`config.mk`:
```
export PLATFORM = sky130hd
export DESIGN_NAME = core_seq_ctrl
export DESIGN_NICKNAME = d
export VERILOG_FILES = /design/src/rtl/core_seq_ctrl_pkg.sv /design/src/rtl/seq_timeout_cnt.sv /design/src/rtl/core_seq_ctrl.sv
export SDC_FILE = /design/constraint.sdc
export NUM_CORES = 1
export LEC_CHECK = 0
export CAP_MARGIN = 20
export CORE_MARGIN = 2
export CORE_UTILIZATION = 48
export CTS_BUF_LIST = sky130_fd_sc_hd__clkbuf_8
export CTS_CLUSTER_SIZE = 10
export DETAILED_ROUTE_END_ITERATION = 16
export PLACE_DENSITY_LB_ADDON = 0.2
export SETUP_SLACK_MARGIN = 0.3
export SYNTH_ARGS = -nofsm -noshare
export SYNTH_HDL_FRONTEND = slang
export SYNTH_HIERARCHICAL = 1
export SYNTH_SLANG_ARGS = --single-unit
```
`constraint.sdc`:
```
create_clock -name clk -period 7.85 [get_ports clk]
set_input_delay 0.785 -clock clk [delete_from_list [all_inputs] [get_ports clk]]
set_output_delay 0.785 -clock clk [all_outputs]
set_load 0.005 [all_outputs]
```
`src/rtl/core_seq_ctrl_pkg.sv`:
```
// Shared definitions for the multi-cycle core sequencer and its decoder.
// Instruction type codes must match the decoder's inst_type encoding.
package core_seq_ctrl_pkg;

  typedef enum logic [2:0] {
    S_FETCH  = 3'd0,
    S_IWAIT  = 3'd1,
    S_DECODE = 3'd2,
    S_EXEC   = 3'd3,
    S_MEM    = 3'd4,
    S_WB     = 3'd5,
    S_HALT   = 3'd6
  } state_t;

  localparam logic [2:0] TYPE_I   = 3'd0;
  localparam logic [2:0] TYPE_U   = 3'd1;
  localparam logic [2:0] TYPE_S   = 3'd2;
  localparam logic [2:0] TYPE_J   = 3'd3;
  localparam logic [2:0] TYPE_R   = 3'd4;
  localparam logic [2:0] TYPE_B   = 3'd5;
  localparam logic [2:0] TYPE_N   = 3'd6;
  localparam logic [2:0] TYPE_ILL = 3'b111;

  localparam logic [63:0] PC_RESET_DEFAULT = 64'h8000_0000;

  // S and B formats carry no rd field; everything else with an rd writes back.
  function automatic logic type_writes_rd(input logic [2:0] t);
    return (t == TYPE_I) || (t == TYPE_U) || (t == TYPE_J) || (t == TYPE_R);
  endfunction

endpackage

```
`src/rtl/seq_timeout_cnt.sv`:
```
// Fetch-wait counter: cleared while fetching, counts stalled IWAIT cycles.
// expired flags the stalled cycle whose increment would reach LIMIT.
module seq_timeout_cnt #(
  parameter int unsigned LIMIT = 255
) (
  input  logic clk,
  input  logic rst,
  input  logic clr,
  input  logic en,
  output logic expired
);

  logic [7:0] count;

  always_ff @(posedge clk or posedge rst) begin
    if (rst) begin
      count <= 8'd0;
    end else if (clr) begin
      count <= 8'd0;
    end else if (en) begin
      count <= count + 8'd1;
    end
  end

  assign expired = en && (count == 8'(LIMIT - 1));

endmodule

```
`src/rtl/core_seq_ctrl.sv`:
```
// Multi-cycle sequencer: fetch over imem, decode, execute, memory, writeback.
// Owns pc, instret and the instruction register; halts on ebreak or error.
//
// state    | meaning
// ---------+-----------------------------------------------
// FETCH    | imem_req high, waiting for imem_ready
// IWAIT    | waiting for imem_rvalid, timeout counter runs
// DECODE   | ir stable, decoder settles (1 cycle)
// EXEC     | sample inst_type / is_load / is_store (1 cycle)
// MEM      | dmem_req high until dmem_done
// WB       | rf write strobe, pc and instret update (1 cycle)
// HALT     | absorbing until reset; err holds the cause
module core_seq_ctrl
  import core_seq_ctrl_pkg::*;
#(
  parameter logic [63:0] PC_RESET      = PC_RESET_DEFAULT,
  parameter int unsigned FETCH_TIMEOUT = 255,
  parameter logic [63:0] INSTRET_RESET = 64'd0
) (
  input  logic        clk,
  input  logic        rst,
  output logic        imem_req,
  output logic [63:0] imem_addr,
  input  logic        imem_ready,
  input  logic        imem_rvalid,
  input  logic [31:0] imem_rdata,
  output logic [31:0] ir,
  output logic        ir_valid,
  input  logic [2:0]  inst_type,
  input  logic        is_load,
  input  logic        is_store,
  input  logic [63:0] next_pc,
  output logic        dmem_req,
  output logic        dmem_we,
  input  logic        dmem_done,
  output logic        rf_wen,
  output logic [63:0] pc,
  output logic [63:0] instret,
  output logic        halted,
  output logic        err
);

  state_t      state_q, state_d;
  logic [63:0] pc_q, instret_q;
  logic [31:0] ir_q;
  logic        err_q, set_err;
  logic        store_q, wen_q;
  logic        tmo_expired;

  seq_timeout_cnt #(.LIMIT(FETCH_TIMEOUT)) u_tmo (
    .clk     (clk),
    .rst     (rst),
    .clr     (state_q == S_FETCH),
    .en      ((state_q == S_IWAIT) && !imem_rvalid),
    .expired (tmo_expired)
  );

  always_ff @(posedge clk or posedge rst) begin
    if (rst) begin
      state_q   <= S_FETCH;
      pc_q      <= PC_RESET;
      instret_q <= INSTRET_RESET;
      ir_q      <= 32'd0;
      err_q     <= 1'b0;
      store_q   <= 1'b0;
      wen_q     <= 1'b0;
    end else begin
      state_q <= state_d;
      if (set_err) err_q <= 1'b1;
      if ((state_q == S_IWAIT) && imem_rvalid) ir_q <= imem_rdata;
      if (state_q == S_EXEC) begin
        store_q <= is_store;
        wen_q   <= type_writes_rd(inst_type) || is_load;
      end
      if (state_q == S_WB) begin
        pc_q      <= next_pc;
        instret_q <= instret_q + 64'd1;
      end
    end
  end

  always_comb begin
    state_d = state_q;
    set_err = 1'b0;
    unique case (state_q)
      S_FETCH:  if (imem_ready) state_d = S_IWAIT;
      S_IWAIT: begin
        // rvalid takes priority over a timeout landing on the same edge
        if (imem_rvalid) begin
          state_d = S_DECODE;
        end else if (tmo_expired) begin
          state_d = S_HALT;
          set_err = 1'b1;
        end
      end
      S_DECODE: state_d = S_EXEC;
      S_EXEC: begin
        if (inst_type == TYPE_N) begin
          state_d = S_HALT;
        end else if ((inst_type == TYPE_ILL) || (is_load && is_store)) begin
          state_d = S_HALT;
          set_err = 1'b1;
        end else if (is_load || is_store) begin
          state_d = S_MEM;
        end else begin
          state_d = S_WB;
        end
      end
      S_MEM:    if (dmem_done) state_d = S_WB;
      S_WB:     state_d = S_FETCH;
      S_HALT:   state_d = S_HALT;
      default:  state_d = S_HALT;
    endcase
  end

  // Strobes are gated with rst so they fall the moment reset asserts.
  assign imem_req  = (state_q == S_FETCH) && !rst;
  assign imem_addr = pc_q;
  assign ir        = ir_q;
  assign ir_valid  = ((state_q == S_DECODE) || (state_q == S_EXEC) ||
                      (state_q == S_MEM) || (state_q == S_WB)) && !rst;
  assign dmem_req  = (state_q == S_MEM) && !rst;
  assign dmem_we   = (state_q == S_MEM) && store_q && !rst;
  assign rf_wen    = (state_q == S_WB) && wen_q && !rst;
  assign pc        = pc_q;
  assign instret   = instret_q;
  assign halted    = (state_q == S_HALT);
  assign err       = err_q;

endmodule
```
==> results of run 1 <==
layer usage:
| metal | global-route usage (%) | share of wire [%] | up-vias |
|---|---|---|---|
| li1 | - | - | 3004 |
| met1 | 29.0 | 39 | 3117 |
| met2 | 40.7 | 50 | 248 |
| met3 | 9.43 | 8.8 | 28 |
| met4 | 6.57 | 1.5 | 0 |
| met5 | 0 | 0 | - |
cells by family (layout without fill, tap and decap cells):
group | Yosys count | count (layout) | synth area share (%)
flip-flops | 174 | 174 | 55.0
multiplexers | 35 | 35 | 4.94
buffers and inverters | 101 | 382 | 8.18
AND/OR/NAND/NOR | 374 | 374 | 22.7
AO/OA/AOI/OAI | 16 | 16 | 1.14
XOR/XNOR | 67 | 67 | 7.41
adder cells (fa/ha/maj) | 4 | 4 | 0.632
worst min-delay path, delay by kind of cell (launching register included):
kind | cells | cell delay (ns)
flops | 1 | 0.38
simple gates | 2 | 0.10
where the power goes:
part | internal, uW | switching, uW
Sequential | 1180 | 243
Combinational | 955 | 530
Clock | 356 | 329
how the worst max path moves through the flow:
stage	from	endpoint	slack, ns	depth (start not counted)
global route	rst	rf_wen	4.05	4
finish	rst	rf_wen	4.24	4
CTS	rst	rf_wen	4.17	4
global placement	rst	rf_wen	4.20	4
detailed placement	rst	rf_wen	4.16	4
floorplan	rst	rf_wen	2.30	2
registers in the layout (all words and copies together), names as in the netlist:
signal	cells
imem_addr	64
instret	64
ir	32
u_tmo/count	8
state_q	3
err	1
store_q	1
wen_q	1
area by class of cell:
type | count | area, um^2 | area share [%]
timing repair buffer | 342 | 3410 | 29.8
clock inverter | 14 | 189 | 1.65
clock buffer | 18 | 248 | 2.17
sequential | 174 | 4360 | 38.1
multi-input combinational | 496 | 2930 | 25.6
inverter | 8 | 35.0 | 0.306
tap | 216 | 270 | 2.36
through the flow:
stage	utilization, %	worst slack [ns]
final	71.5	4.24
after global routing	71.5	4.05
after CTS	71.5	4.17
after detailed placement	68.7	4.16
after global placement	68.7	4.20
after floorplan	-	2.30
layout by cell type, fill, tap and decap left out, types with 3 or more instances in the layout:
cell type | netlist | layout
a21oi_1 | 7 | 7
and2_1 | 3 | 3
and3_1 | 11 | 10
and3_2 | 3 | 4
buf_4 | 65 | 6
bufinv_16 | 0 | 4
clkbuf_8 | 1 | 18
clkdlybuf4s50_1 | 0 | 336
clkinv_2 | 0 | 3
dfrtp_1 | 173 | 173
ha_1 | 4 | 4
inv_1 | 8 | 8
inv_6 | 0 | 4
mux2_2 | 33 | 33
nand2_1 | 227 | 227
nand3_1 | 27 | 26
nand3_2 | 2 | 3
nand4_1 | 26 | 26
nand4_4 | 4 | 4
nor2_1 | 33 | 33
nor3_1 | 12 | 12
nor4_1 | 5 | 5
nor4_2 | 4 | 4
o21ai_0 | 6 | 6
or3_1 | 4 | 4
xnor2_1 | 41 | 41
xor2_1 | 26 | 26
==> impl_metrics.csv, run 1 <==
group,metric,value,unit
outcome,status,"finished, final reports clean",
clock_network,insertion_delay,0.46,ns
yosys,synth.avg_cell_area,10.3,um^2
clock_network,ctsResizeCount,0,
timing,hold_viol_final,0,
timing,finalSetupViolations,0,
yosys,yosys.area.top_type,"dfrtp_1",
route,wl_per_cell,16.7,um
global_route,grt_pass1_wl,33800,um
critical_path,path_buf_inv,3,
yosys,yosys_warnings,6,
min_path,holdPathEnd,"imem_addr[31]$_DFFE_PP1N_",
yosys,yosysMostFrequentCell,"nand2_1",
route,drc,0,
yosys,async_flop_share,100,%
clock_network,cts_buffer_depth,2,
final_layout,fin_area,11400,um^2
final_layout,fill_cells,1237,
timing,rsz0062_at_grt,"no",
timing,final_max_slew_viol_count,0,
job,drv_cap,0,
final_layout,final_layout_size_suffix_gt1_share,9.13,%
place,hpwlAfterDp,15400,um
floorplanning,die_area,17500,um^2
clock_network,clk_pin_slew,0.09,ns
critical_path,crit_type,"in2out",
clock_network,root_buffer,"clkbuf_8",
route,vias,6397,
min_path,min_from,"imem_addr[31]$_DFFE_PP1N_",
floorplanning,die_w,132,um
critical_path,crit_path_start_kind,"primary input",
yosys,yosys-top-cells-count,"nand2_1, dfrtp_1, buf_4",
timing,tns,0,ns
critical_path,regToRegSetupSlack,5.57,ns
min_path,whs_path_depth,2,
timing,whs,0.479,ns
timing,slew_headroom,40.0,%
min_path,worst_hold_path_type,"reg2reg",
route,final_antenna_net_count,0,
yosys,synth-seq-area-share,55.0,%
power,powerDensity,314,nW/um^2
yosys,ys.flop_type,"dfrtp_1",
critical_path,worstRegToRegCells,5,
critical_path,reg2reg_to,"instret[44]$_DFFE_PP0N_",
yosys,yosysUniqueCellTypes,42,
place,placed_cell_area,11000,um^2
yosys,synth.area.top_cells,"dfrtp_1, nand2_1, buf_4",
place,dp.cells,1236,
critical_path,crit_chain,"clkdlybuf4s50_1, inv_6, and3_1, clkdlybuf4s50_1",
critical_path,cp-end-kind,"output pin",
critical_path,critPathTopFamily,"buffers and inverters",
power,finalPower,3590,uW
critical_path,critPathArrivalTime,2.83,ns
clock_network,cts_tree,"yes",
critical_path,worstReg2RegStart,"instret[24]$_DFFE_PP0N_",
global_route,grt_antenna_before_repair,0,
route,firstDrtPassIters,7,
power,ir_drop,0.000213,V
place,portBuffers,336,
floorplanning,start_util,49.5,%
clock_network,htree_levels,4,
final_layout,area_delta_synth_final,44.4,%
global_route,grt_pass1_vias,6379,
power,p_leak,0.00514,uW
yosys,syn_inst,771,
floorplanning,rows,46,
floorplanning,dieHeight,132,um
global_route,overflow,0,
yosys,synth_area,7920,um^2
clock_network,cts_buffers,17,
critical_path,required,7.07,ns
final_layout,fin_cells,1268,
global_route,grt_usage,24.2,%
critical_path,cp_slowest_cell,"inv_6",
timing,max_freq,277,MHz
clock_network,cts_hold_buf,0,
floorplanning,io_pins,337,
floorplanning,core_area,16000,um^2
critical_path,cpPeakStageDelay,0.67,ns
route,vias_per_cell,5.04,
clock_network,clock-sinks,174,
timing,period_share,46.0,%
critical_path,cpMostUsedCell,"clkdlybuf4s50_1",
timing,min_period,3.61,ns
route,wirelength,21200,um
timing,worstMarginPinSlew,0.900,ns
yosys,synth_edf_count,0,
final_layout,diodes,0,
yosys,synth_nets,881,
final_layout,fin_nets,1149,
timing,fin_skew,0.00874,ns
place,place_congestion,0.850,
route,drt_iter0_drc,420,
global_route,grt_max_degree,102,
yosys,synth_seq_cells,174,
yosys,synth_top_area_share,54.7,%
clock_network,cts_setup_buffers,0,
critical_path,critPathMaxFanout,101,
(Power assumes the default switching activity.)
==> inputs of run 2 (changes only) <==
- CORE_UTILIZATION: 48 -> 40
- clock period: 7.85 -> 3.2 ns (I/O delays scaled with it)
==> run 2 against run 1 <==
  * Clock power up 110%
  * Worst hold slack worse by 0.18 ns
  * Power up 140%
  * Die area up 19%
  * Final area about the same
  * Sequential cell count unchanged
  * Critical endpoint is now instret[27]$_DFFE_PP0N_
==> impl_metrics.csv, run 2 (synthesis results as in run 1) <==
group,metric,value,unit
place,dp_slack,0.646,ns
clock_network,cts_hold_buf,0,
power,clockPowerShare,17.3,%
final_layout,final_layout_size_suffix_gt1_share,9.13,%
route,final_antenna_net_count,0,
critical_path,crit_path_start_kind,"flip-flop",
global_route,overflow,0,
critical_path,crit_type,"reg2reg",
final_layout,final_common_cell,"clkdlybuf4s50_1",
route,vias_per_cell,4.64,
critical_path,critPathArrivalTime,2.90,ns
critical_path,path_buf_inv,0,
power,switchingPower,2670,uW
final_layout,diodes,0,
clock_network,clk_pin_slew,0.10,ns
power,p_leak,0.00511,uW
job,drv_cap,0,
critical_path,cpPeakStageDelay,0.66,ns
critical_path,crit_chain,"nand4b_4, nor4_2, nand3_1, or3_1, xnor2_1",
clock_network,cts_buffers,17,
route,vias,6112,
clock_network,ctsResizeCount,0,
power,seqPwrFrac,40.6,%
timing,setup_ws,0.643,ns
route,firstDrtPassIters,4,
global_route,grt_antenna_before_repair,0,
final_layout,fin_cells,1317,
route,wirelength,20600,um
power,combPwrFrac,42.1,%
power,finalPower,8520,uW
final_layout,area_delta_synth_final,44.4,%
route,drc,0,
clock_network,clock-sinks,174,
power,swShare,31.3,%
power,powerDensity,745,nW/um^2
power,ir_drop,0.000408,V
final_layout,most-common-layout-cells,"clkdlybuf4s50_1, nand2_1, dfrtp_1",
final_layout,fill_cells,1680,
critical_path,cp-end-kind,"flip-flop",
timing,slew_headroom,39.9,%
min_path,worst_hold_path_type,"in2async",
timing,rsz0062_at_grt,"no",
timing,hold_viol_final,0,
clock_network,insertion_delay,0.46,ns
clock_network,cts_buffer_depth,2,
floorplanning,die_w,145,um
critical_path,critPathTopFamily,"simple AND/OR/NAND/NOR gates",
global_route,grt_max_degree,167,
critical_path,cp_slowest_cell,"nor4_2",
floorplanning,rows,51,
timing,final_max_slew_viol_count,0,
critical_path,regToRegSetupSlack,0.64,ns
place,place_congestion,0.766,
timing,tns,0,ns
route,drt_iter0_drc,256,
power,p_int,5850,uW
global_route,grt_usage,19.5,%
timing,fin_skew,0.0177,ns
clock_network,htree_levels,4,
global_route,grt_pass1_wl,31500,um
floorplanning,start_util,40.7,%
floorplanning,dieHeight,145,um
timing,worstMarginPinSlew,0.895,ns
route,wl_per_cell,15.6,um
timing,max_freq,391,MHz
place,dp.cells,1285,
critical_path,required,3.54,ns
floorplanning,io_pins,337,
floorplanning,die_area,20900,um^2
timing,finalSetupViolations,0,
clock_network,root_buffer,"clkbuf_8",
timing,period_share,79.9,%
final_layout,fin_nets,1149,
final_layout,final_core_util,58.8,%
clock_network,cts_setup_buffers,0,
place,portBuffers,336,
outcome,status,"finished, final reports clean",
global_route,grt_pass1_vias,5847,
critical_path,critPathMaxFanout,13,
floorplanning,core_area,19500,um^2
timing,min_period,2.56,ns
place,hpwlAfterDp,14900,um
clock_network,cts_tree,"yes",
==> run 2: changes by cell type in the layout (fill, tap and decap cells not counted) <==
cell	delta
buf_12	+1
bufinv_16	-3
clkinvlp_4	+2
clkbuf_8	-1
inv_8	+1
buf_4	-1
inv_6	+1
==> run 2: final timing paths <==
check | to | cells past startpoint | start
max reg2reg | instret[27]$_DFFE_PP0N_ | 5 | state_q[2]$_DFFE_PP0P_
max in group asynchronous | imem_addr[48]$_DFFE_PP0N_ | 3 | rst
min reg2reg | instret[63]$_DFFE_PP0N_ | 1 | instret[63]$_DFFE_PP0N_
min in group clk | imem_addr[31]$_DFFE_PP1N_ | 3 | next_pc[31]
max | instret[27]$_DFFE_PP0N_ | 5 | state_q[2]$_DFFE_PP0P_
min | u_tmo/count[3]$_DFFE_PP0P_ | 2 | rst
==> run 2: power groups by stage <==
stage | clock network (uW) | logic (uW) | registers, uW
floorplan | 0 | 1690 | 3420
global placement | 0 | 3600 | 3490
detailed placement | 0 | 3640 | 3500
CTS | 1530 | 3650 | 3470
global route | 1610 | 3930 | 3560
finish | 1470 | 3590 | 3460
==> run 2: area by class of cell <==
| class | instances | area (um^2) | area share [%] |
|---|---|---|---|
| inverter | 8 | 33.8 | 0.295 |
| sequential | 174 | 4360 | 38.1 |
| timing repair buffer | 342 | 3420 | 29.9 |
| clock inverter | 15 | 135 | 1.18 |
| multi-input combinational | 496 | 2930 | 25.6 |
| clock buffer | 17 | 234 | 2.05 |
| tap | 265 | 332 | 2.90 |
==> run 2: stage by stage <==
step / cell area (um^2) / hold slack [ns]
2_1_floorplan: 7930 / 0.136
3_3_place_gp: 11100 / 0.459
3_5_place_dp: 11100 / 0.461
4_1_cts: 11400 / 0.280
5_1_grt: 11400 / 0.331
6_report: 11400 / 0.302
==> run 2: per-layer routing <==
layer  vias up  GRT usage, %  wire length [um]
met1      2912          25.6              8940
met5         -             0                 0
met3        22          5.59              1280
met4         0          6.13               359
met2       180          31.5              9990
li1       2998             -                 -
==> inputs of run 3 (changes only) <==
- clock period: 3.2 -> 2.1 ns (I/O delays scaled with it)
==> run 3 against run 2 <==
  * Via count is 6.4% higher
  * Worst hold slack got worse by 0.042 ns
  * Worst setup slack worse by 0.33 ns
  * Non-clock buffer count rose by 63
  * Largest cell class unchanged
  * Largest power group unchanged
==> impl_metrics.csv, run 3 (synthesis results as in run 1) <==
group,metric,value,unit
floorplanning,dieHeight,145,um
floorplanning,rows,51,
route,drc,0,
final_layout,multiInputGateArea,3180,um^2
clock_network,cts_tree,"yes",
timing,hold_viol_final,0,
floorplanning,die_area,20900,um^2
timing,whs,0.260,ns
clock_network,clock-sinks,174,
critical_path,required,1.89,ns
power,ir_drop,0.000717,V
final_layout,fin_cells,1380,
final_layout,area_delta_synth_final,54.5,%
route,drt_iter0_drc,331,
critical_path,critPathArrivalTime,1.58,ns
route,final_antenna_net_count,0,
clock_network,insertion_delay,0.45,ns
power,p_leak,0.00559,uW
route,wl_per_cell,15.5,um
final_layout,fill_cells,1625,
route,vias,6502,
power,finalPower,13400,uW
final_layout,diodes,0,
place,dp.cells,1306,
route,firstDrtPassIters,4,
critical_path,crit_path_start_kind,"flip-flop",
floorplanning,io_pins,337,
clock_network,clk_pin_slew,0.09,ns
place,dp_slack,0.0988,ns
final_layout,most-common-layout-cells,"clkdlybuf4s50_1, nand2_1, dfrtp_1",
route,vias_per_cell,4.71,
floorplanning,start_util,40.7,%
timing,finalSetupViolations,0,
timing,min_period,1.79,ns
timing,rsz0062_at_grt,"yes",
critical_path,cp-end-kind,"output pin",
clock_network,root_buffer,"clkbuf_8",
timing,slew_headroom,36.6,%
global_route,grt_antenna_before_repair,0,
global_route,overflow,0,
min_path,worst_hold_path_type,"in2reg",
floorplanning,die_w,145,um
final_layout,register_area,4370,um^2
job,drv_cap,0,
timing,tns,0,ns
clock_network,cts_hold_buf,0,
critical_path,critPathMaxFanout,3,
timing,period_share,85.1,%
timing,final_max_slew_viol_count,0,
route,wirelength,21400,um
place,hpwlAfterDp,14900,um
global_route,grt_max_degree,167,
floorplanning,core_area,19500,um^2
clock_network,htree_levels,4,
timing,setup_ws,0.314,ns
place,portBuffers,336,
outcome,status,"finished, final reports clean",
global_route,grt_pass1_vias,6161,
global_route,grt_usage,19.7,%
timing,max_freq,560,MHz
power,powerDensity,1090,nW/um^2
timing,fin_skew,0.0180,ns
timing,worstMarginPinSlew,0.951,ns
final_layout,final_common_cell,"clkdlybuf4s50_1",
critical_path,crit_type,"reg2out",
final_layout,final_layout_size_suffix_gt1_share,18.7,%
place,place_congestion,0.824,
global_route,grt_pass1_wl,32300,um
clock_network,cts_buffers,17,
clock_network,cts_buffer_depth,2,
final_layout,fin_nets,1212,
==> run 3: changes by cell type in the layout (fill, tap and decap cells not counted), moves of 5 or more <==
cell / previous run / this run
buf_4: 5 / 58
nor3_1: 12 / 3
dfrtp_1: 173 / 164
clkdlybuf4s50_1: 336 / 328
nor4_1: 5 / 0
buf_6: 0 / 7
dfrtp_2: 0 / 9
nand3_1: 26 / 21
nor3_2: 1 / 9
nor4_4: 1 / 6
==> run 3: critical path, stage by stage, from the launching register on <==
cell	delay [ns]
dfrtp_1	0.41
buf_4	0.14
buf_4	0.12
clkdlybuf4s50_1	0.46
==> run 3: final cells by class <==
type | instances | share of cell area (%)
sequential | 174 | 35.7
timing repair buffer | 405 | 32.2
multi-input combinational | 496 | 26.0
tap | 265 | 2.71
clock buffer | 17 | 1.91
clock inverter | 15 | 1.27
inverter | 8 | 0.297
==> run 3: report_power, final <==
part           total, uW  internal, uW  switching (uW)
combinational       5840          3780            2060
clock               2310           981            1330
sequential          5220          4400             813
==> run 3: layer usage <==
metal	GRT usage [%]	part of all wire [%]	up-vias
met5	0	0	-
li1	-	-	3130
met1	25.8	42	3129
met3	5.17	7.0	19
met2	32.3	49	224
met4	5.88	1.6	0
==> run 3: path summary, 6_finish.rpt <==
check | end | from | cells after the start | slack [ns]
worst max-delay path | instret[1] | instret[1]$_DFFE_PP0N_ | 3 | 0.31
max in group asynchronous | instret[4]$_DFFE_PP0N_ | rst | 4 | 0.71
min in group asynchronous | u_tmo/count[4]$_DFFE_PP0P_ | rst | 3 | 0.29
worst min-delay path | imem_addr[31]$_DFFE_PP1N_ | next_pc[31] | 3 | 0.26
worst max register to register | u_tmo/count[6]$_DFFE_PP0P_ | state_q[1]$_DFFE_PP0P_ | 7 | 0.34
worst min register to register | instret[63]$_DFFE_PP0N_ | instret[63]$_DFFE_PP0N_ | 1 | 0.47
==> run 3: timing repair <==
item                                   in CTS  in global routing
pin swaps                                   9                 16
setup endpoints to repair                  41                 55
endpoints found under the hold margin       0                  0
setup buffers                              20                 22
gates resized for setup                    38                 50
==> run 3: per-stage QoR <==
| stage | utilization, % | cell area, um^2 |
|---|---|---|
| 6_report | 62.9 | 12200 |
| 5_1_grt | 62.9 | 12200 |
| 4_1_cts | 61.2 | 11900 |
| 3_5_place_dp | 57.9 | 11300 |
| 3_3_place_gp | 57.9 | 11300 |
| 2_1_floorplan | - | 7940 |
